===== config.mk =====
export PLATFORM = sky130hd
export DESIGN_NAME = dmr_retry_arbiter_flat
export DESIGN_NICKNAME = d
export VERILOG_FILES = /design/src/rtl/dmr_retry_arbiter_if.sv /design/src/rtl/dmr_retry_arbiter.sv /design/src/flat_wrapper.sv
export SDC_FILE = /design/constraint.sdc
export NUM_CORES = 1
export LEC_CHECK = 0
export ABC_AREA = 1
export BUFFER_PORTS_ARGS = -buffer_cell sky130_fd_sc_hd__buf_2
export CORE_UTILIZATION = 28
export DETAILED_ROUTE_END_ITERATION = 6
export GPL_TIMING_DRIVEN = 0
export PLACE_DENSITY = 0.5
export SETUP_SLACK_MARGIN = 0.2
export SLEW_MARGIN = 15
export SYNTH_ARGS = -nofsm -noshare
export SYNTH_HDL_FRONTEND = slang
export SYNTH_SLANG_ARGS = --single-unit

===== constraint.sdc =====
create_clock -name clk_i -period 4.5 [get_ports clk_i]
set_clock_uncertainty 0.05 [all_clocks]
set_input_delay 1.35 -clock clk_i [delete_from_list [all_inputs] [get_ports clk_i]]
set_output_delay 1.35 -clock clk_i [all_outputs]
set_load 0.005 [all_outputs]

===== src/rtl/dmr_retry_arbiter_if.sv =====
// Requester, downstream, retry and completion signals of dmr_retry_arbiter.
// The slave modport is the arbiter's view; master is the surrounding pipeline.
interface dmr_retry_arbiter_if #(
   parameter type DataType = logic [7:0],
   parameter int  NumReq   = 4,
   parameter int  IDSize   = 4
);
   localparam int SrcW = (NumReq > 1) ? $clog2(NumReq) : 1;

   DataType             req_data_i [NumReq];
   logic [NumReq-1:0]   req_valid_i;
   logic [NumReq-1:0]   req_ready_o;
   DataType             data_o;
   logic [IDSize-1:0]   id_o;
   logic                valid_o;
   logic                ready_i;
   logic                retry_valid_i;
   logic [IDSize-1:0]   retry_id_i;
   logic                retry_ready_o;
   logic                done_valid_i;
   logic [IDSize-1:0]   done_id_i;
   logic [SrcW-1:0]     done_src_o;
   logic [IDSize:0]     inflight_o;
   logic                id_error_o;

   modport slave (
      input  req_data_i, req_valid_i, ready_i, retry_valid_i, retry_id_i,
             done_valid_i, done_id_i,
      output req_ready_o, data_o, id_o, valid_o, retry_ready_o, done_src_o,
             inflight_o, id_error_o
   );

   modport master (
      output req_data_i, req_valid_i, ready_i, retry_valid_i, retry_id_i,
             done_valid_i, done_id_i,
      input  req_ready_o, data_o, id_o, valid_o, retry_ready_o, done_src_o,
             inflight_o, id_error_o
   );
endinterface


===== src/rtl/dmr_retry_arbiter.sv =====
// Round-robin arbiter in front of a time-DMR pipeline: owns the retry-ID pool,
// keeps every in-flight payload so a retry can be replayed under its original ID.
module dmr_retry_arbiter #(
   parameter type DataType = logic [7:0],
   parameter int  NumReq   = 4,
   parameter int  IDSize   = 4
) (
   input logic                clk_i,
   input logic                rst_ni,
   dmr_retry_arbiter_if.slave bus
);
   localparam int Depth = 2 ** IDSize;
   localparam int SrcW  = (NumReq > 1) ? $clog2(NumReq) : 1;

   typedef logic [IDSize-1:0] id_t;
   typedef logic [SrcW-1:0]   src_t;
   typedef logic [IDSize:0]   cnt_t;

   typedef enum logic [1:0] {
      LOAD_NONE,
      LOAD_PENDING,
      LOAD_RETRY,
      LOAD_NEW
   } load_e;

   // ID table
   logic [Depth-1:0] in_use_q;
   DataType          payload_q [Depth];
   src_t             src_q     [Depth];

   // Output slot, retry buffer, arbitration and status state
   logic    valid_q;
   DataType data_q;
   id_t     id_q;
   logic    retry_pending_q;
   id_t     retry_id_q;
   src_t    rr_ptr_q;
   cnt_t    inflight_q;
   logic    id_error_q;

   logic    slot_load, retry_acc, retry_same, retry_live, retry_bad;
   logic    done_hit, done_bad, pending_live, pending_d, alloc;
   logic    free_found, grant_found;
   id_t     free_id;
   src_t    grant_idx;
   int      rr_idx;
   load_e   load_sel;
   DataType slot_data_d;
   id_t     slot_id_d;
   logic [NumReq-1:0] req_ready;

   assign slot_load  = ~valid_q | bus.ready_i;
   assign retry_acc  = bus.retry_valid_i & ~retry_pending_q;
   assign retry_same = bus.done_valid_i & (bus.retry_id_i == bus.done_id_i);
   assign retry_live = retry_acc & ~retry_same & in_use_q[bus.retry_id_i];
   assign retry_bad  = retry_acc & ~retry_same & ~in_use_q[bus.retry_id_i];
   assign done_hit   = bus.done_valid_i & in_use_q[bus.done_id_i];
   assign done_bad   = bus.done_valid_i & ~in_use_q[bus.done_id_i];
   // A buffered retry whose ID completes before it is replayed is dropped.
   assign pending_live = retry_pending_q & ~(done_hit & (bus.done_id_i == retry_id_q));
   assign pending_d    = (retry_pending_q ? pending_live : retry_live) & ~slot_load;
   assign alloc        = (load_sel == LOAD_NEW);

   // Lowest free ID, judged on the table as it stood at the start of the cycle.
   always_comb begin
      // NOTE: every always_comb output gets a default first, so no path leaves
      // it unassigned and no latch is inferred.
      free_found = 1'b0;
      free_id    = '0;
      for (int i = 0; i < Depth; i++) begin
         if (!in_use_q[id_t'(i)] && !free_found) begin
            free_found = 1'b1;
            free_id    = id_t'(i);
         end
      end
   end

   always_comb begin
      grant_found = 1'b0;
      grant_idx   = '0;
      rr_idx      = 0;
      for (int k = 0; k < NumReq; k++) begin
         rr_idx = (int'(rr_ptr_q) + k) % NumReq;
         if (bus.req_valid_i[src_t'(rr_idx)] && !grant_found) begin
            grant_found = 1'b1;
            grant_idx   = src_t'(rr_idx);
         end
      end
   end

   // Slot source priority: buffered retry, then incoming retry, then new request.
   always_comb begin
      load_sel = LOAD_NONE;
      if (slot_load) begin
         if (pending_live)                                load_sel = LOAD_PENDING;
         else if (retry_live)                             load_sel = LOAD_RETRY;
         else if (free_found && grant_found && rst_ni)    load_sel = LOAD_NEW;
      end
   end

   always_comb begin
      slot_data_d = data_q;
      slot_id_d   = id_q;
      unique case (load_sel)
         LOAD_PENDING: begin
            slot_data_d = payload_q[retry_id_q];
            slot_id_d   = retry_id_q;
         end
         LOAD_RETRY: begin
            slot_data_d = payload_q[bus.retry_id_i];
            slot_id_d   = bus.retry_id_i;
         end
         LOAD_NEW: begin
            slot_data_d = bus.req_data_i[grant_idx];
            slot_id_d   = free_id;
         end
         default: ;
      endcase
   end

   always_comb begin
      req_ready = '0;
      if (alloc) req_ready[grant_idx] = 1'b1;
   end

   always_ff @(posedge clk_i or negedge rst_ni) begin
      // NOTE: sequential state uses non-blocking assignments so every register
      // samples the pre-edge values regardless of statement order.
      if (!rst_ni) begin
         valid_q         <= 1'b0;
         data_q          <= '0;
         id_q            <= '0;
         retry_pending_q <= 1'b0;
         retry_id_q      <= '0;
         rr_ptr_q        <= '0;
         inflight_q      <= '0;
         id_error_q      <= 1'b0;
         in_use_q        <= '0;
      end else begin
         if (slot_load) begin
            valid_q <= (load_sel != LOAD_NONE);
            data_q  <= slot_data_d;
            id_q    <= slot_id_d;
         end
         retry_pending_q <= pending_d;
         if (!retry_pending_q && retry_live) retry_id_q <= bus.retry_id_i;
         id_error_q <= retry_bad | done_bad;
         if (alloc) begin
            in_use_q[free_id] <= 1'b1;
            rr_ptr_q <= (int'(grant_idx) == NumReq - 1) ? '0 : grant_idx + src_t'(1);
         end
         if (done_hit) in_use_q[bus.done_id_i] <= 1'b0;
         unique case ({alloc, done_hit})
            2'b10:   inflight_q <= inflight_q + cnt_t'(1);
            2'b01:   inflight_q <= inflight_q - cnt_t'(1);
            default: ;
         endcase
      end
   end

   // NOTE: payload and source storage is left out of reset; in_use_q alone
   // says which entries are meaningful.
   always_ff @(posedge clk_i) begin
      if (alloc) begin
         payload_q[free_id] <= bus.req_data_i[grant_idx];
         src_q[free_id]     <= grant_idx;
      end
   end

   assign bus.req_ready_o   = req_ready;
   assign bus.data_o        = data_q;
   assign bus.id_o          = id_q;
   assign bus.valid_o       = valid_q;
   assign bus.retry_ready_o = ~retry_pending_q;
   assign bus.done_src_o    = src_q[bus.done_id_i];
   assign bus.inflight_o    = inflight_q;
   assign bus.id_error_o    = id_error_q;
endmodule


===== src/flat_wrapper.sv =====
// flat-port wrapper written by rule: the top's interface ports become plain ports
module dmr_retry_arbiter_flat 
#(
   parameter type DataType = logic [7:0],
   parameter int  NumReq   = 4,
   parameter int  IDSize   = 4
)
  (clk_i, rst_ni, bus_req_data_i, bus_req_valid_i, bus_ready_i, bus_retry_valid_i, bus_retry_id_i, bus_done_valid_i, bus_done_id_i, bus_req_ready_o, bus_data_o, bus_id_o, bus_valid_o, bus_retry_ready_o, bus_done_src_o, bus_inflight_o, bus_id_error_o);
  dmr_retry_arbiter_if #(.DataType(DataType), .NumReq(NumReq), .IDSize(IDSize)) bus_i ();
  input logic clk_i;
  input logic rst_ni;
  input wire logic [$bits(bus_i.req_data_i)-1:0] bus_req_data_i;
  input wire logic [$bits(bus_i.req_valid_i)-1:0] bus_req_valid_i;
  input wire logic [$bits(bus_i.ready_i)-1:0] bus_ready_i;
  input wire logic [$bits(bus_i.retry_valid_i)-1:0] bus_retry_valid_i;
  input wire logic [$bits(bus_i.retry_id_i)-1:0] bus_retry_id_i;
  input wire logic [$bits(bus_i.done_valid_i)-1:0] bus_done_valid_i;
  input wire logic [$bits(bus_i.done_id_i)-1:0] bus_done_id_i;
  output wire logic [$bits(bus_i.req_ready_o)-1:0] bus_req_ready_o;
  output wire logic [$bits(bus_i.data_o)-1:0] bus_data_o;
  output wire logic [$bits(bus_i.id_o)-1:0] bus_id_o;
  output wire logic [$bits(bus_i.valid_o)-1:0] bus_valid_o;
  output wire logic [$bits(bus_i.retry_ready_o)-1:0] bus_retry_ready_o;
  output wire logic [$bits(bus_i.done_src_o)-1:0] bus_done_src_o;
  output wire logic [$bits(bus_i.inflight_o)-1:0] bus_inflight_o;
  output wire logic [$bits(bus_i.id_error_o)-1:0] bus_id_error_o;
  assign bus_i.req_data_i = {>>{bus_req_data_i}};
  assign bus_i.req_valid_i = bus_req_valid_i;
  assign bus_i.ready_i = bus_ready_i;
  assign bus_i.retry_valid_i = bus_retry_valid_i;
  assign bus_i.retry_id_i = bus_retry_id_i;
  assign bus_i.done_valid_i = bus_done_valid_i;
  assign bus_i.done_id_i = bus_done_id_i;
  assign bus_req_ready_o = bus_i.req_ready_o;
  assign bus_data_o = bus_i.data_o;
  assign bus_id_o = bus_i.id_o;
  assign bus_valid_o = bus_i.valid_o;
  assign bus_retry_ready_o = bus_i.retry_ready_o;
  assign bus_done_src_o = bus_i.done_src_o;
  assign bus_inflight_o = bus_i.inflight_o;
  assign bus_id_error_o = bus_i.id_error_o;
  dmr_retry_arbiter #(.DataType(DataType), .NumReq(NumReq), .IDSize(IDSize)) u_core (.clk_i(clk_i), .rst_ni(rst_ni), .bus(bus_i));
endmodule

# Word-level counts from Yosys, hierarchy flattened

Memories as Yosys holds them, arrays and structs flattened.
Index checks and enable logic that the tools add are counted.

Add/sub/neg operators: 6
Order comparisons: 12
Equality and inequality tests: 8
Multiplexer cells: 74
Bitwise logic cells: 23
Reduce and logical (&&, ||, !) cells: 61

Operators with widths:

| operator           | number |
|---|---|
| $mux 4             | 15 |
| $logic_not 1->1    | 33 |
| $mux 1             | 33 |
| $mux 16            | 2 |
| $logic_and 1x1->1  | 24 |
| $pmux 8 s3         | 1 |
| $mux 2             | 9 |
| $and 16x16->16     | 1 |
| $bmux 8 s2         | 1 |
| $mux 8             | 2 |
| $not 16->16        | 1 |
| $or 16x16->16      | 1 |
| $lt 2x3->1 const B | 5 |
| $lt 4x5->1 const B | 3 |
| $pmux 4 s3         | 1 |
| $and 1x1->1        | 10 |
| $pmux 5 s2         | 1 |
| $bmux 1 s2         | 4 |
| $bmux 1 s4         | 2 |
| $demux 1 s4        | 2 |
| $eq 4x4->1         | 2 |
| $ge 4x1->1 const B | 2 |
| $not 1->1          | 7 |
| $eq 2x1->1 const B | 3 |
| other kinds (13)   | 19 |

Register bits: 42
Memory bits (writable): 160
Input bits: 49
Output and inout port bits: 26
Word-level logic and storage cells: 195
Memories: 2

Memories:

| memory           | words | width | rd ports | clocked after memory_dff | wr ports | line                    | RTL |
|---|---|---|---|---|---|---|---|
| u_core.payload_q | 16    | 8     | 2        | 0                        | 1        | dmr_retry_arbiter.sv:28 | `DataType payload_q [Depth];` |
| u_core.src_q     | 16    | 2     | 1        | 0                        | 1        | dmr_retry_arbiter.sv:29 | `src_t src_q [Depth];` |

# Longest topological paths before layout

Depth after elaboration: 55
Gate-level depth with buffers: 24
Depth with buffers taken out: 21

# Least setup slack after synthesis

Ideal clock, no wire load.

Path kind: input to output
Start point: in bus_req_valid_i[2]
End point: out bus_req_ready_o[3]
Data arrival time: 2.728 ns
Required time: 3.100 ns
Setup slack: 0.372 ns
Cell stages on the path: 12
Path buffers: 1
Path through: inv_1 o21ai_1 inv_1 o21ai_1 inv_1 nand3_1 nand3_2 inv_2 buf_2 ha_1 inv_1 nor2_1

Elaborated cells on any way between the ends: 35
Classes of those cells: order compare: 2; eq/ne: 1; mux: 23; reduce/logical: 9

RTL lines:

| element                                                               | line                     | RTL |
|---|---|---|
| start, declared                                                       | flat_wrapper.sv:13       | `input wire logic [$bits(bus_i.req_valid_i)-1:0] bus_req_valid_i;` |
| $bmux 1 s2                                                            | dmr_retry_arbiter.sv:84  | `if (bus.req_valid_i[src_t'(rr_idx)] && !grant_found) begin` |
| $mux 1 (implied by the code)                                          | dmr_retry_arbiter.sv:84  |  |
| $mux 1                                                                | dmr_retry_arbiter.sv:84  |  |
| $logic_not 1->1                                                       | dmr_retry_arbiter.sv:84  |  |
| $logic_and 1x1->1                                                     | dmr_retry_arbiter.sv:84  |  |
| $mux 1                                                                | dmr_retry_arbiter.sv:84  |  |
| $logic_not 1->1                                                       | dmr_retry_arbiter.sv:84  |  |
| $logic_and 1x1->1                                                     | dmr_retry_arbiter.sv:84  |  |
| [2 not listed]                                                        | --                       |  |
| $logic_and 1x1->1                                                     | dmr_retry_arbiter.sv:84  |  |
| $mux 2 *                                                              | dmr_retry_arbiter.sv:84  |  |
| via u_core.grant_idx[0]                                               | dmr_retry_arbiter.sv:45  | `src_t grant_idx;` |
| $lt 2x3->1 (implied by the code) / $ge 2x1->1 (equally long branches) | dmr_retry_arbiter.sv:123 | `if (alloc) req_ready[grant_idx] = 1'b1;` |
| $logic_and 1x1->1 (implied by the code)                               | dmr_retry_arbiter.sv:123 |  |
| $mux 1 (implied by the code)                                          | dmr_retry_arbiter.sv:123 |  |
| $demux 1 s2 *                                                         | --                       |  |
| $mux 4 *                                                              | dmr_retry_arbiter.sv:123 |  |
| end, declared                                                         | flat_wrapper.sv:19       | `output wire logic [$bits(bus_i.req_ready_o)-1:0] bus_req_ready_o;` |

The timed path passes the listed nets; every way through them passes the cells marked *. The select of a mux whose other input is x is not followed.

# Final worst setup path

Start point: in bus_req_valid_i[2]
End point: out bus_req_ready_o[2]

Longest elaborated chain between the ends: 20
Elaborated cells on any way between the ends: 35
Classes of those cells: order compare: 2; eq/ne: 1; mux: 23; reduce/logical: 9

Ends and longest elaborated chain:

| element                         | line                     | RTL |
|---|---|---|
| $bmux 1 s2                      | dmr_retry_arbiter.sv:84  |  |
| $mux 1 (implied by the code)    | dmr_retry_arbiter.sv:84  |  |
| $mux 1                          | dmr_retry_arbiter.sv:84  |  |
| $logic_not 1->1                 | dmr_retry_arbiter.sv:84  |  |
| $logic_and 1x1->1               | dmr_retry_arbiter.sv:84  |  |
| $mux 1                          | dmr_retry_arbiter.sv:84  |  |
| $logic_not 1->1                 | dmr_retry_arbiter.sv:84  |  |
| $logic_and 1x1->1               | dmr_retry_arbiter.sv:84  |  |
| [3 not listed]                  | --                       |  |
| $mux 1                          | dmr_retry_arbiter.sv:84  |  |
| $logic_and 1x1->1 (2 in series) | dmr_retry_arbiter.sv:97  | `else if (free_found && grant_found && rst_ni) load_sel = LOAD_NEW;` |
| $mux 2                          | dmr_retry_arbiter.sv:97  |  |
| $mux 2                          | dmr_retry_arbiter.sv:96  | `else if (retry_live) load_sel = LOAD_RETRY;` |
| $mux 2                          | dmr_retry_arbiter.sv:95  | `if (pending_live) load_sel = LOAD_PENDING;` |
| $mux 2                          | dmr_retry_arbiter.sv:94  | `if (slot_load) begin` |
| $eq 2x2->1                      | dmr_retry_arbiter.sv:62  | `assign alloc = (load_sel == LOAD_NEW);` |
| $mux 4 *                        | dmr_retry_arbiter.sv:123 |  |

Every way passes the cells marked *; elsewhere a longest branch is shown, timed or not. The select of a mux whose other input is x is not followed.

==> run metrics <==
fill count=between 3000 and 4000; placed insts=~1800; sequential-to-total area share from yosys stat=54.0%; final worst path period share=a little over nine tenths; crit path time final=4.31 ns; ys async rst share=20.8%; slowest stage cell, crit path=ha_1; Post-Layout Cell Count=around 1900; Setup CP Type=in2out; clk_lat worst skew=~0.52 ns; Hold Crit Class=reg2reg; Clock Sinks=slightly above 200; startpoint types=input port; HPWL Detailed=between 20 and 30 mm; DR vias=a little under 10000; sum of negative setup slack=0 ns; synthesized area=between 0.01 and 0.015 mm^2; crit-path max cell delay=0.20 ns; Syn-to-layout area delta=21.3%; Worst Max-Slew Pin Slew=between 0.9 and 1 ns; largest net degree at the start of global routing=44; root buf cell=clkbuf_16; WL per Instance=approximately 21 um; htree depth=1; final max-slew violation count=0; Max Cap Violations=0; Hold-fix buffers, CTS=0; clk slew on worst S/H paths=approximately 0.060 ns; Routed Antenna Nets=0; All-Layer GR Usage=20.0%; Achievable Freq=roughly 230 MHz; Initial Utilization=between 20 and 30%; IO Port Bufs=70; Final Hold Violating Endpoints=0; FP Rows=between 70 and 80; P_leak=about 0.0052 uW; residual DRC count=0; core area=0.0379 mm^2; Worst EP required=3.10 ns; syn_nets=between 1000 and 1500; HP Start=u_core.bus.id_o[2]; CTS tree=done; final setup fails=0; CTS Buffer Depth=3; max-slew headroom at the worst pin=35.2%; total gr overflow=0; Post-synth EDFFs=160; Die H=around 200 um; Netlist cell types=43; vias in the first global route=about 9200; status=complete, no violations; Critical Path AT=just under 3 ns; layout cells sized above 1=around 18%; number of buffers created by CTS=24; DIE AREA=0.0395 mm^2; I/O pins=75; first-pass GRT wire length=57.8 mm; DIE WIDTH=199 um; Syn Inst Count=1227; Via density=between 5 and 6; crit path buf inv count=7; Peak VDD IR=roughly 540 uV; Max FO, Critical Path=7; 1st-iter DRT viols=about 1100; R2R Path Start=u_core.retry_id_q[1]; Setup crit start=bus_req_valid_i[2]; GP Congestion=0.918; P per Cell Area=around 750 mW/mm^2; initial antenna violation count=0; Pre-antenna DRT Iters=5; DRT Wirelength=about 40 mm; post-layout util=34.7%; Antenna Cells=0; critical path endpoint category=output pin; Crit path top cell by count=nand2_2; CP delay by family, top=buffers and inverters; unrepaired setup endpoints after global routing=yes; Final Power=9870 uW; Post-synth top flop=edfxtp_1; Cell Chain, Critical Path=buf_2 > inv_2 > o21ai_2 > nand2_1 > nand2_2 > inv_1 > nand2_2 > nand2_1 > nand2_2 > nand3_4 > buf_8 > buf_12 > ha_1 > inv_2 > nor2_4 > buf_2; Syn Area/Cell=8.84 um^2; Ys Warns=0; flop and latch count out of synthesis=between 200 and 250; nets@finish=between 1000 and 1500
-- worst min-delay path, cell delays in order (launching register included) --
cell	delay, ns
dfrtp_1	0.34
nand2_1	0.05
nand2_1	0.05
-- cell usage in the layout (no fill, tap or decap), types with 4 or more instances in the layout --
master     netlist  routed
clkinv_1         1       4
buf_4            4      30
nor2_4           3       8
nor3_1           5       4
nand2_2          4       9
buf_6            6       5
clkbuf_16        0      27
nor2_1         100      78
o211ai_1        40      40
buf_1            7       7
inv_1          131     125
clkbuf_1        43      42
xnor2_1          5       5
nor2_2           6      23
clkinv_2         0       6
buf_12           0       4
dfrtp_1         42      42
o21ai_0        130     127
nand2_1        168     162
xor2_1           6       6
o21ai_2          0       6
buf_8            0       7
a22oi_1         17      16
ha_1             8       8
inv_2            8      11
a21boi_0         4       4
edfxtp_1       160     160
nand3_1        113     110
nand4_1          4       4
a21oi_1        164     162
buf_2           14      80
-- state kept, by name, indices dropped and copies added (netlist names) --
signal / cells
u_core.src_q: 32
u_core.bus.inflight_o: 5
u_core.bus.id_error_o: 1
u_core.retry_id_q: 4
u_core.bus.data_o: 8
u_core.retry_pending_q: 1
u_core.rr_ptr_q: 2
u_core.bus.valid_o: 1
u_core.bus.id_o: 4
u_core.payload_q: 128
u_core.in_use_q: 16
-- stage by stage --
stage / worst slack (ns) / area (um^2) / hold WS, ns
after floorplan: 0.372 / 10900 / 0.415
after global placement: -0.480 / 11800 / 0.406
after detailed placement: -0.367 / 12000 / 0.406
after CTS: 0.184 / 13000 / 0.423
after global routing: 0.0815 / 13200 / 0.430
final: 0.195 / 13200 / 0.421
-- power breakdown --
group / internal (uW) / total, uW / switching [uW] / leakage, uW
Sequential: 3200 / 3370 / 162 / 0.00194
Combinational: 1410 / 4740 / 3330 / 0.00295
Clock: 1000 / 1770 / 766 / 0.000344
-- cell usage after synthesis, types with 7 or more instances --
master	n	share of area, %
o211ai_1	40	2.8
edfxtp_1	160	44
nand2_1	168	5.8
nand3_1	113	5.2
a21oi_1	164	7.6
o21ai_0	130	6.0
buf_1	7	0.24
inv_1	131	4.5
dfrtp_1	42	9.7
a22oi_1	17	1.2
ha_1	8	0.92
o21ai_1	7	0.32
buf_2	14	0.65
clkbuf_1	43	1.5
nor2_1	100	3.5
inv_2	8	0.28
-- layout make-up --
class	count	area, um^2	share of cell area [%]
buffer	75	442	3.35
clock buffer	28	637	4.84
clock inverter	11	57.6	0.437
inverter	140	537	4.08
multi-input combinational	810	4300	32.6
sequential	202	5860	44.5
tap	511	639	4.86
timing repair buffer	103	696	5.28
timing repair inverter	1	5.00	0.0380
-- worst paths after layout --
path,end,slack (ns),cells after the start
hold reg to reg,u_core.bus.id_o[2],0.42,2
hold / removal,u_core.bus.id_o[2],0.42,2
setup / recovery,bus_req_ready_o[2],0.19,16
max in group asynchronous,u_core.bus.data_o[5],3.23,1
min in group asynchronous,u_core.rr_ptr_q[1],0.76,1
setup reg to reg,u_core.bus.inflight_o[4],0.82,18
-- logic make-up (layout without fill, tap and decap cells) --
family / count (synthesis) / in the layout / synth area share [%]
AOI/OAI and AO/OA: 379 / 379 / 19.5
adders and majority gates: 8 / 8 / 0.922
DFF: 202 / 202 / 54.0
xor gates and xnor gates: 11 / 11 / 0.888
buffers and inverters: 215 / 358 / 8.16
and+or+nand+nor: 412 / 412 / 16.6
-- per-layer routing --
layer	track usage, %	wire length, um	vias up
li1	-	-	4529
met1	27.2	17400	4696
met2	31.5	17600	423
met3	4.48	3480	75
met4	5.81	1180	0
met5	0	0	-
-- timing repair --
action                     4_1_cts  5_1_grt
resized for setup               51       30
buffers inserted                13       12
cloned                           2        2
setup endpoints to repair        6        7
pin swaps                       13       18
Power figures use the tool's default switching activity.
